File: src/rtl/mem_arb_pkg.sv
// Shared types and default widths for the CPU/VGA memory arbiter.
package mem_arb_pkg;
  localparam int ADDR_W_DEF = 32;
  localparam int DATA_W_DEF = 32;

  typedef enum logic [2:0] {
    IDLE      = 3'd0,
    ISSUE_CPU = 3'd1,
    ISSUE_VGA = 3'd2,
    DONE_CPU  = 3'd3,
    DONE_VGA  = 3'd4
  } state_t;

  typedef enum logic {
    REQ_CPU = 1'b0,
    REQ_VGA = 1'b1
  } req_id_t;
endpackage

File: src/rtl/rr_arb2.sv
// Two-way round-robin pick: a lone requester wins, a tie goes to the one not served last.
module rr_arb2
  import mem_arb_pkg::*;
(
  input  logic [1:0] req,
  input  req_id_t    last,
  output req_id_t    grant
);

  // bit 0 is the CPU, bit 1 is the VGA port
  always_comb begin
    grant = REQ_CPU;
    case (req)
      2'b01:   grant = REQ_CPU;
      2'b10:   grant = REQ_VGA;
      2'b11:   grant = (last == REQ_CPU) ? REQ_VGA : REQ_CPU;
      default: grant = REQ_CPU;
    endcase
  end

endmodule

File: src/rtl/mem_arbiter.sv
// Shares one single-cycle RAM port between a CPU data port and a VGA read port.
// Each access is issue -> done -> idle, so acks arrive two cycles after the request is sampled.
module mem_arbiter
  import mem_arb_pkg::*;
#(
  parameter int ADDR_W = ADDR_W_DEF,
  parameter int DATA_W = DATA_W_DEF
) (
  input  logic                clk,
  input  logic                rst,
  input  logic                cpu_req,
  input  logic                cpu_we,
  input  logic [ADDR_W-1:0]   cpu_addr,
  input  logic [DATA_W/8-1:0] cpu_sel,
  input  logic [DATA_W-1:0]   cpu_wdata,
  output logic [DATA_W-1:0]   cpu_rdata,
  output logic                cpu_ack,
  output logic                cpu_stall,
  input  logic                vga_req,
  input  logic [ADDR_W-1:0]   vga_addr,
  output logic [DATA_W-1:0]   vga_rdata,
  output logic                vga_ack,
  output logic                mem_en,
  output logic                mem_we,
  output logic [ADDR_W-1:0]   mem_addr,
  output logic [DATA_W/8-1:0] mem_sel,
  output logic [DATA_W-1:0]   mem_wdata,
  input  logic [DATA_W-1:0]   mem_rdata
);

  state_t  state;
  state_t  state_nx;
  req_id_t last_grant;
  req_id_t grant;

  rr_arb2 u_rr (
    .req   ({vga_req, cpu_req}),
    .last  (last_grant),
    .grant (grant)
  );

  assign cpu_stall = cpu_req & ~cpu_ack;

  always_ff @(posedge clk or posedge rst) begin
    if (rst) begin
      state <= IDLE;
    end else begin
      state <= state_nx;
    end
  end

  always_comb begin
    state_nx = state;
    case (state)
      IDLE: begin
        if (cpu_req || vga_req) begin
          state_nx = (grant == REQ_CPU) ? ISSUE_CPU : ISSUE_VGA;
        end else begin
          state_nx = IDLE;
        end
      end
      ISSUE_CPU: state_nx = DONE_CPU;
      ISSUE_VGA: state_nx = DONE_VGA;
      DONE_CPU:  state_nx = IDLE;
      DONE_VGA:  state_nx = IDLE;
      default:   state_nx = IDLE;
    endcase
  end

  // RAM command is loaded on entry to an issue state; read data and acks on leaving it
  always_ff @(posedge clk or posedge rst) begin
    if (rst) begin
      last_grant <= REQ_VGA;
      mem_en     <= 1'b0;
      mem_we     <= 1'b0;
      mem_addr   <= '0;
      mem_sel    <= '0;
      mem_wdata  <= '0;
      cpu_ack    <= 1'b0;
      vga_ack    <= 1'b0;
      cpu_rdata  <= '0;
      vga_rdata  <= '0;
    end else begin
      mem_en  <= 1'b0;
      mem_we  <= 1'b0;
      cpu_ack <= 1'b0;
      vga_ack <= 1'b0;

      if (state_nx == ISSUE_CPU) begin
        mem_en    <= 1'b1;
        mem_we    <= cpu_we;
        mem_addr  <= cpu_addr;
        mem_sel   <= cpu_sel;
        mem_wdata <= cpu_wdata;
      end else if (state_nx == ISSUE_VGA) begin
        mem_en    <= 1'b1;
        mem_addr  <= vga_addr;
        mem_sel   <= '1;
        mem_wdata <= '0;
      end

      if (state == ISSUE_CPU) begin
        cpu_ack   <= 1'b1;
        cpu_rdata <= mem_rdata;
      end else if (state == ISSUE_VGA) begin
        vga_ack   <= 1'b1;
        vga_rdata <= mem_rdata;
      end

      if (state == DONE_CPU) begin
        last_grant <= REQ_CPU;
      end else if (state == DONE_VGA) begin
        last_grant <= REQ_VGA;
      end
    end
  end

endmodule

File: config.mk
export PLATFORM = sky130hd
export DESIGN_NAME = mem_arbiter
export DESIGN_NICKNAME = d
export VERILOG_FILES = /design/src/rtl/mem_arb_pkg.sv /design/src/rtl/rr_arb2.sv /design/src/rtl/mem_arbiter.sv
export SDC_FILE = /design/constraint.sdc
export NUM_CORES = 1
export LEC_CHECK = 0
export CAP_MARGIN = 25
export CORE_ASPECT_RATIO = 0.7
export CORE_MARGIN = 8
export CORE_UTILIZATION = 38
export DETAILED_ROUTE_END_ITERATION = 10
export GPL_ROUTABILITY_DRIVEN = 0
export PLACE_DENSITY = 0.75
export SLEW_MARGIN = 25
export SYNTH_ARGS = -nofsm -noshare
export SYNTH_HDL_FRONTEND = slang
export SYNTH_HIERARCHICAL = 1
export SYNTH_SLANG_ARGS = --single-unit
File: constraint.sdc
create_clock -name clk -period 4.6 [get_ports clk]
set_input_delay 0.92 -clock clk [delete_from_list [all_inputs] [get_ports clk]]
set_output_delay 0.92 -clock clk [all_outputs]
set_load 0.02 [all_outputs]
==> summary.txt, run 1 <==
Critical path
  – Worst-path maximum fanout: 3
  – CP endpoint kind: output pin
  – Critical-path cell list: clkdlybuf4s50_1, nor2b_1, clkdlybuf4s50_1
  – FF-to-FF Start: state[2]$_DFF_PP0_
  – Critical path's slowest cell: clkdlybuf4s50_1
  – Worst reg-to-reg setup slack: roughly 2.8 ns
  – Register-to-Register Path Depth: 4
  – Crit Path Category: in -> out
  – Most used cell, CP: clkdlybuf4s50_1
  – Startpoint types: input pin
  – Buf+Inv Stages, Crit Path: 2
  – Critical path's top delay family: buffers and inverters
  – Crit-path max cell delay: 0.61 ns
  – Worst EP arrival: 2.23 ns
  – Worst R2R End: cpu_rdata[3]$_DFFE_PP0N_
  – WP data required: 3.68 ns
  – Levels on crit path: 3

Hold path
  – Worst hold-check path type: reg -> reg
  – Hold path start: cpu_rdata[13]$_DFFE_PP0N_
  – Endpoint, Worst Hold: cpu_rdata[13]$_DFFE_PP0N_
  – Min-Delay Path Depth: 1

Logic synthesis
  – Post-synthesis cell type count: 21
  – Complex-gate fraction of the synthesized area: less than 1%
  – Area share of the largest cell type after synthesis: 58.4%
  – Yosys warns: 6
  – Post-synth ARST share: 100%
  – Sequential share of the synthesized area: 58.9%
  – Main area contributors after synthesis: dfrtp_1 58%, mux2_2 26%, mux2_4 5.0%
  – XOR/XNOR Fraction of Synth Area: 0%
  – Synthesized area per cell: 15.4 sq um
  – #FFs+latches synth: 140
  – Mux share of post-synthesis cell area: 32.2%
  – Yosys top cell by area: dfrtp_1
  – Synth Cell Area: 0.00595 sq mm
  – Gate count of the mapped netlist: 386
  – Synth Area in Adders: 0%
  – Syn_nets: 523
  – Post-synth EDFFs: 0
  – Synth Flop Type: dfrtp_1
  – Largest family of logic cells by synthesized area: multiplexers
  – Post-Synth Simple-Gate Area: under 10%

Power and ir drop
  – Maximum vdd drop: 0.000407 V
  – Leakage: 3.95 nW
  – P per Cell Area: 745 mW/mm^2

Final layout
  – Post-route cell area: 0.00949 sq mm
  – Non-filler instance count after layout: 876
  – Sequential Area: 0.00350 sq mm
  – ANT cells: 0
  – Layout area overhead: 59.4%
  – Final net count: 801
  – Multi-input gate area: 0.00227 sq mm
  – Layout cells sized above 1: a little under a third
  – Fill cells: between 1000 and 1500

CTS
  – CTS Buf Count: 17
  – Max Buffers Root-to-Sink: 2
  – TritonCTS sink count: 140
  – CTS tree: built
  – Root buf cell: clkbuf_16
  – # resized after CTS: 0
  – Post-CTS Setup Inserts: 0
  – CTS Hold Buffers Added: 0
  – Clock Latency Late Sink: 0.41 ns
  – CTS H-tree lvls: 4
  – Clock-pin slew on the worst setup and hold paths: 0.05 ns

Floorplanning
  – Die width: 166 um
  – Die footprint: 0.0200 sq mm
  – Row count: 38
  – # IOs: between 200 and 300
  – Initial Util: 38.7%
  – Die Y: between 100 and 150 um
  – Core Region: between 0.015 and 0.02 sq mm

Timing
  – Slew Limit Fails: 0
  – Worst-Margin Slew: 0.794 ns
  – Final hold violation count: 0
  – Setup TNS: 0 ns
  – Final min period: 3.15 ns
  – Unrepaired setup endpoints after global routing: false
  – Clk_skew: slightly above 0.007 ns
  – Min Hold Slack: 0.501 ns
  – Slew headroom: 47.0%
  – Final setup vio count: 0
  – Final period utilization: 68.5%
  – Max Clock Freq: 317 MHz

Job
  – MaxCap Viol Count: 0

GRT
  – GRT Total Usage: 17.0%
  – Largest net degree at the start of global routing: 139
  – Vias in the first global route: 4704
  – Grt ovf: 0
  – Initial antenna violation count: 0
  – Global-route wire length before repair: 27000 um

Placement
  – Post-DP Area: ~0.009 sq mm
  – DP HPWL: around 13000 um
  – PortBufs: 273
  – Dpl cells: 845

Drt
  – Antenna Nets Post-Route: 0
  – Via density: 4.78
  – Post-Route WL: 17100 um
  – WL/cell: slightly below 20 um
  – First drt pass iteration count: 4
  – Drt drc: 0
  – Via count: 4186
  – First DRT Iteration DRCs: 167

Run status
  – Status: completed
worst max path at each step:
stage	startpoint	end	slack, ns
global route	cpu_req	cpu_stall	1.41
finish	cpu_req	cpu_stall	1.45
detailed placement	cpu_req	cpu_stall	1.44
floorplan	rst	cpu_ack$_DFF_PP0_	1.93
CTS	cpu_req	cpu_stall	1.44
global placement	cpu_req	mem_wdata[7]$_DFFE_PP0P_	1.29
through the flow:
step	setup slack [ns]	power, mW	utilization, %
2_1_floorplan	1.93	4.17	-
3_3_place_gp	1.29	5.65	57.5
3_5_place_dp	1.44	5.77	57.8
4_1_cts	1.44	7.18	61.6
5_1_grt	1.41	7.42	61.6
6_report	1.45	7.07	61.6
logic make-up after synthesis:
logic type	count (synthesis)
AOI/OAI and AO/OA	4
DFF	140
muxes	164
and+or+nand+nor	50
buffers and inverters	28
final cells by class:
cell class	instances	share of cell area, %
multi-input combinational	218	23.9
timing repair buffer	282	30.1
sequential	140	36.9
clock buffer	19	4.77
tap	200	2.64
clock inverter	12	1.45
inverter	5	0.237
worst reg2reg max path: stages (launching register included):
cell	delay, ns
dfrtp_1	0.46
nor2_1	0.24
and2_1	0.16
buf_4	0.40
mux2_2	0.41
sequential cells by signal (all words and copies together) (netlist names):
name / cells
cpu_rdata: 32
last_grant: 1
mem_we: 1
state: 3
vga_rdata: 32
vga_ack: 1
mem_wdata: 32
mem_sel: 4
mem_addr: 32
mem_en: 1
cpu_ack: 1
cells in the mapped netlist, types with 2 or more instances:
cell type    n
o21a_1       2
buf_4        4
dfrtp_1    139
nor2b_1     34
mux2i_1      4
buf_2        3
mux2_4      20
buf_6        9
inv_1        5
mux2_2     140
nor2_1      10
clkbuf_1     7
metal layers:
layer  vias to the layer above  global-route usage, %  wire (um)
li1                       1892                      -          -
met1                      2119                   19.4       6990
met2                       161                   28.4       8430
met3                        14                   7.55       1460
met4                         0                   5.27        224
met5                         -                      0          0
where the power goes:
group          total (mW)  switching [mW]  internal, mW
registers            2.19           0.346          1.84
logic                3.52            1.60          1.92
clock network        1.37           0.542         0.829
layout by cell type (no fill, tap or decap):
cell type / n
dfstp_2: 1
bufinv_16: 2
clkinvlp_4: 6
inv_6: 3
buf_12: 2
clkinv_4: 1
mux2_4: 20
clkinv_2: 1
buf_4: 5
and2_1: 1
dfrtp_1: 139
nor2_1: 10
inv_1: 4
clkdlybuf4s50_1: 273
o21a_1: 2
clkbuf_8: 2
nor4_4: 1
nor2b_1: 34
nand2_1: 1
a21boi_4: 1
mux2i_1: 4
a21oi_1: 1
nor3b_4: 1
clkbuf_16: 17
and3b_1: 1
mux2_2: 140
buf_8: 1
nor3b_1: 1
buf_16: 1
Power figures use the tool's default switching activity.
==> inputs of run 2 (changes only) <==
CORE_UTILIZATION = 42   (was 38)
PLACE_DENSITY = 0.78   (was 0.75)
clock period = 3 ns   (was 4.6 ns; I/O delays follow)
==> run 2 against run 1 <==
  * Final area down 0.12%
  * Clock skew up 0.0022 ns
  * Routed wire length up 0.19%
  * Global-route usage up 1.9 points
  * Total power up 54%
  * Core utilization up 6.7 points
  * Non-clock buffer count down 2
  * Flip-flop and latch count unchanged
  * Register-to-register slack worse by 1.6 ns
  * Clock-buffer cell count unchanged
  * Critical path type unchanged
  * Largest power group unchanged
==> summary.txt, run 2 (same netlist as run 1, synthesis figures left out) <==
Run status
  – Status: completed

CTS
  – Root buf cell: clkbuf_16
  – Clock-pin slew on the worst setup and hold paths: 0.06 ns
  – Max Buffers Root-to-Sink: 2
  – CTS tree: built
  – Clock Latency Late Sink: 0.41 ns
  – TritonCTS sink count: between 100 and 150
  – # resized after CTS: 0
  – Post-CTS Setup Inserts: 0
  – CTS H-tree lvls: 4
  – CTS Buf Count: 17
  – CTS Hold Buffers Added: 0

Floorplanning
  – Die width: between 150 and 200 um
  – # IOs: 274
  – Core Region: around 0.014 sq mm
  – Initial Util: 42.9%
  – Row count: 36
  – Die footprint: 0.0183 sq mm
  – Die Y: 116 um

Placement
  – Dpl cells: 833
  – DP HPWL: between 10000 and 15000 um
  – PortBufs: 273
  – Post-DP Area: roughly 0.0089 sq mm

Power and ir drop
  – Leakage: 3.95 nW
  – Maximum vdd drop: around 0.00064 V
  – P per Cell Area: 1150 mW/mm^2

Timing
  – Slew headroom: a little under three fifths
  – Max Clock Freq: 395 MHz
  – Final hold violation count: 0
  – Final setup vio count: 0
  – Final period utilization: 84.5%
  – Unrepaired setup endpoints after global routing: false
  – Worst-Margin Slew: 0.639 ns
  – Clk_skew: 0.00937 ns
  – Final min period: ~2.5 ns
  – Setup TNS: 0 ns
  – Slew Limit Fails: 0
  – Min Hold Slack: 0.505 ns

Critical path
  – Startpoint types: input pin
  – CP endpoint kind: output pin
  – Crit Path Category: in -> out
  – Critical-path cell list: clkdlybuf4s50_1, nor2b_1, clkdlybuf4s50_1
  – Crit-path max cell delay: roughly 0.62 ns
  – Most used cell, CP: clkdlybuf4s50_1
  – Critical path launch point: cpu_req
  – Critical path's top delay family: buffers and inverters
  – Worst EP arrival: 1.93 ns
  – Worst-path maximum fanout: 3
  – Critical path's slowest cell: clkdlybuf4s50_1
  – WP data required: 2.40 ns
  – FF-to-FF Start: state[2]$_DFF_PP0_
  – Buf+Inv Stages, Crit Path: 2

GRT
  – GRT Total Usage: 18.9%
  – Initial antenna violation count: 0
  – Vias in the first global route: 4690
  – Largest net degree at the start of global routing: 72
  – Grt ovf: 0
  – Global-route wire length before repair: 26700 um

Drt
  – First DRT Iteration DRCs: 124
  – Via density: 4.81
  – WL/cell: 19.8 um
  – Drt drc: 0
  – Post-Route WL: 17100 um
  – First drt pass iteration count: 4
  – Antenna Nets Post-Route: 0
  – Via count: between 4000 and 5000

Hold path
  – Worst hold-check path type: reg -> reg
  – Hold path start: mem_wdata[17]$_DFFE_PP0P_

Final layout
  – Fill cells: 1023
  – Layout cells sized above 1: 30.1%
  – ANT cells: 0
  – Layout area overhead: 59.2%
  – Final net count: around 800
  – Most frequent cells in the layout: 273 x clkdlybuf4s50_1, 140 x mux2_2, 139 x dfrtp_1
  – Non-filler instance count after layout: between 800 and 900
  – Most common cell after layout, fill and taps aside: clkdlybuf4s50_1
  – Post-route cell area: 0.00948 sq mm
  – Final Core Density: 68.3%

Job
  – MaxCap Viol Count: 0
[run 2: cell count changes in the layout (fill, tap and decap cells not counted)]
cell	before	now
buf_8	1	0
buf_16	1	0
inv_6	3	5
clkinv_2	1	0
inv_8	0	1
clkinvlp_4	6	5
clkbuf_8	2	1
clkbuf_1	0	1
buf_12	2	5
buf_4	5	2
[run 2: per-layer routing]
layer | up-vias | share of wire [%] | GRT usage, %
met5 | - | 0 | 0
met4 | 0 | 1.4 | 5.70
met3 | 22 | 8.7 | 6.48
met2 | 168 | 48 | 31.0
met1 | 2080 | 42 | 23.1
li1 | 1891 | - | -
[run 2: layout make-up]
class,instances,area (sq um),share of cell area (%)
clock buffer,19,443,4.67
clock inverter,13,154,1.62
inverter,5,22.5,0.238
multi-input combinational,218,2270,24.0
sequential,140,3500,37.0
tap,190,238,2.51
timing repair buffer,280,2850,30.0
[run 2: per-stage QoR]
stage                     worst slack, ns  total power, mW
after floorplan                     0.652             6.39
after detailed placement            0.459             8.87
after CTS                           0.462             11.0
after global routing                0.440             11.4
final                               0.466             10.9
after global placement              0.487             8.68
[run 2: path summary, 6_finish.rpt]
check | slack, ns | to | cells past startpoint
setup / recovery | 0.47 | cpu_stall | 3
hold / removal | 0.50 | mem_wdata[17]$_DFFE_PP0P_ | 1
setup reg to reg | 1.24 | cpu_rdata[16]$_DFFE_PP0N_ | 4
hold reg to reg | 0.50 | mem_wdata[17]$_DFFE_PP0P_ | 1
max in group asynchronous | 1.64 | last_grant$_DFFE_PP1P_ | 3
min in group asynchronous | 0.62 | vga_rdata[10]$_DFFE_PP0P_ | 2
[run 2: worst reg2reg max path: stages (launching register included)]
cell and delay (ns):
dfrtp_1 0.47, nor2_1 0.20, and2_1 0.14, buf_4 0.40
mux2_2 0.42
[run 2: power breakdown]
group / total (mW) / switching (mW) / internal [mW]
logic: 5.43 / 2.47 / 2.96
clock network: 2.10 / 0.838 / 1.27
registers: 3.34 / 0.520 / 2.82
total: 10.9 / 3.83 / 7.04
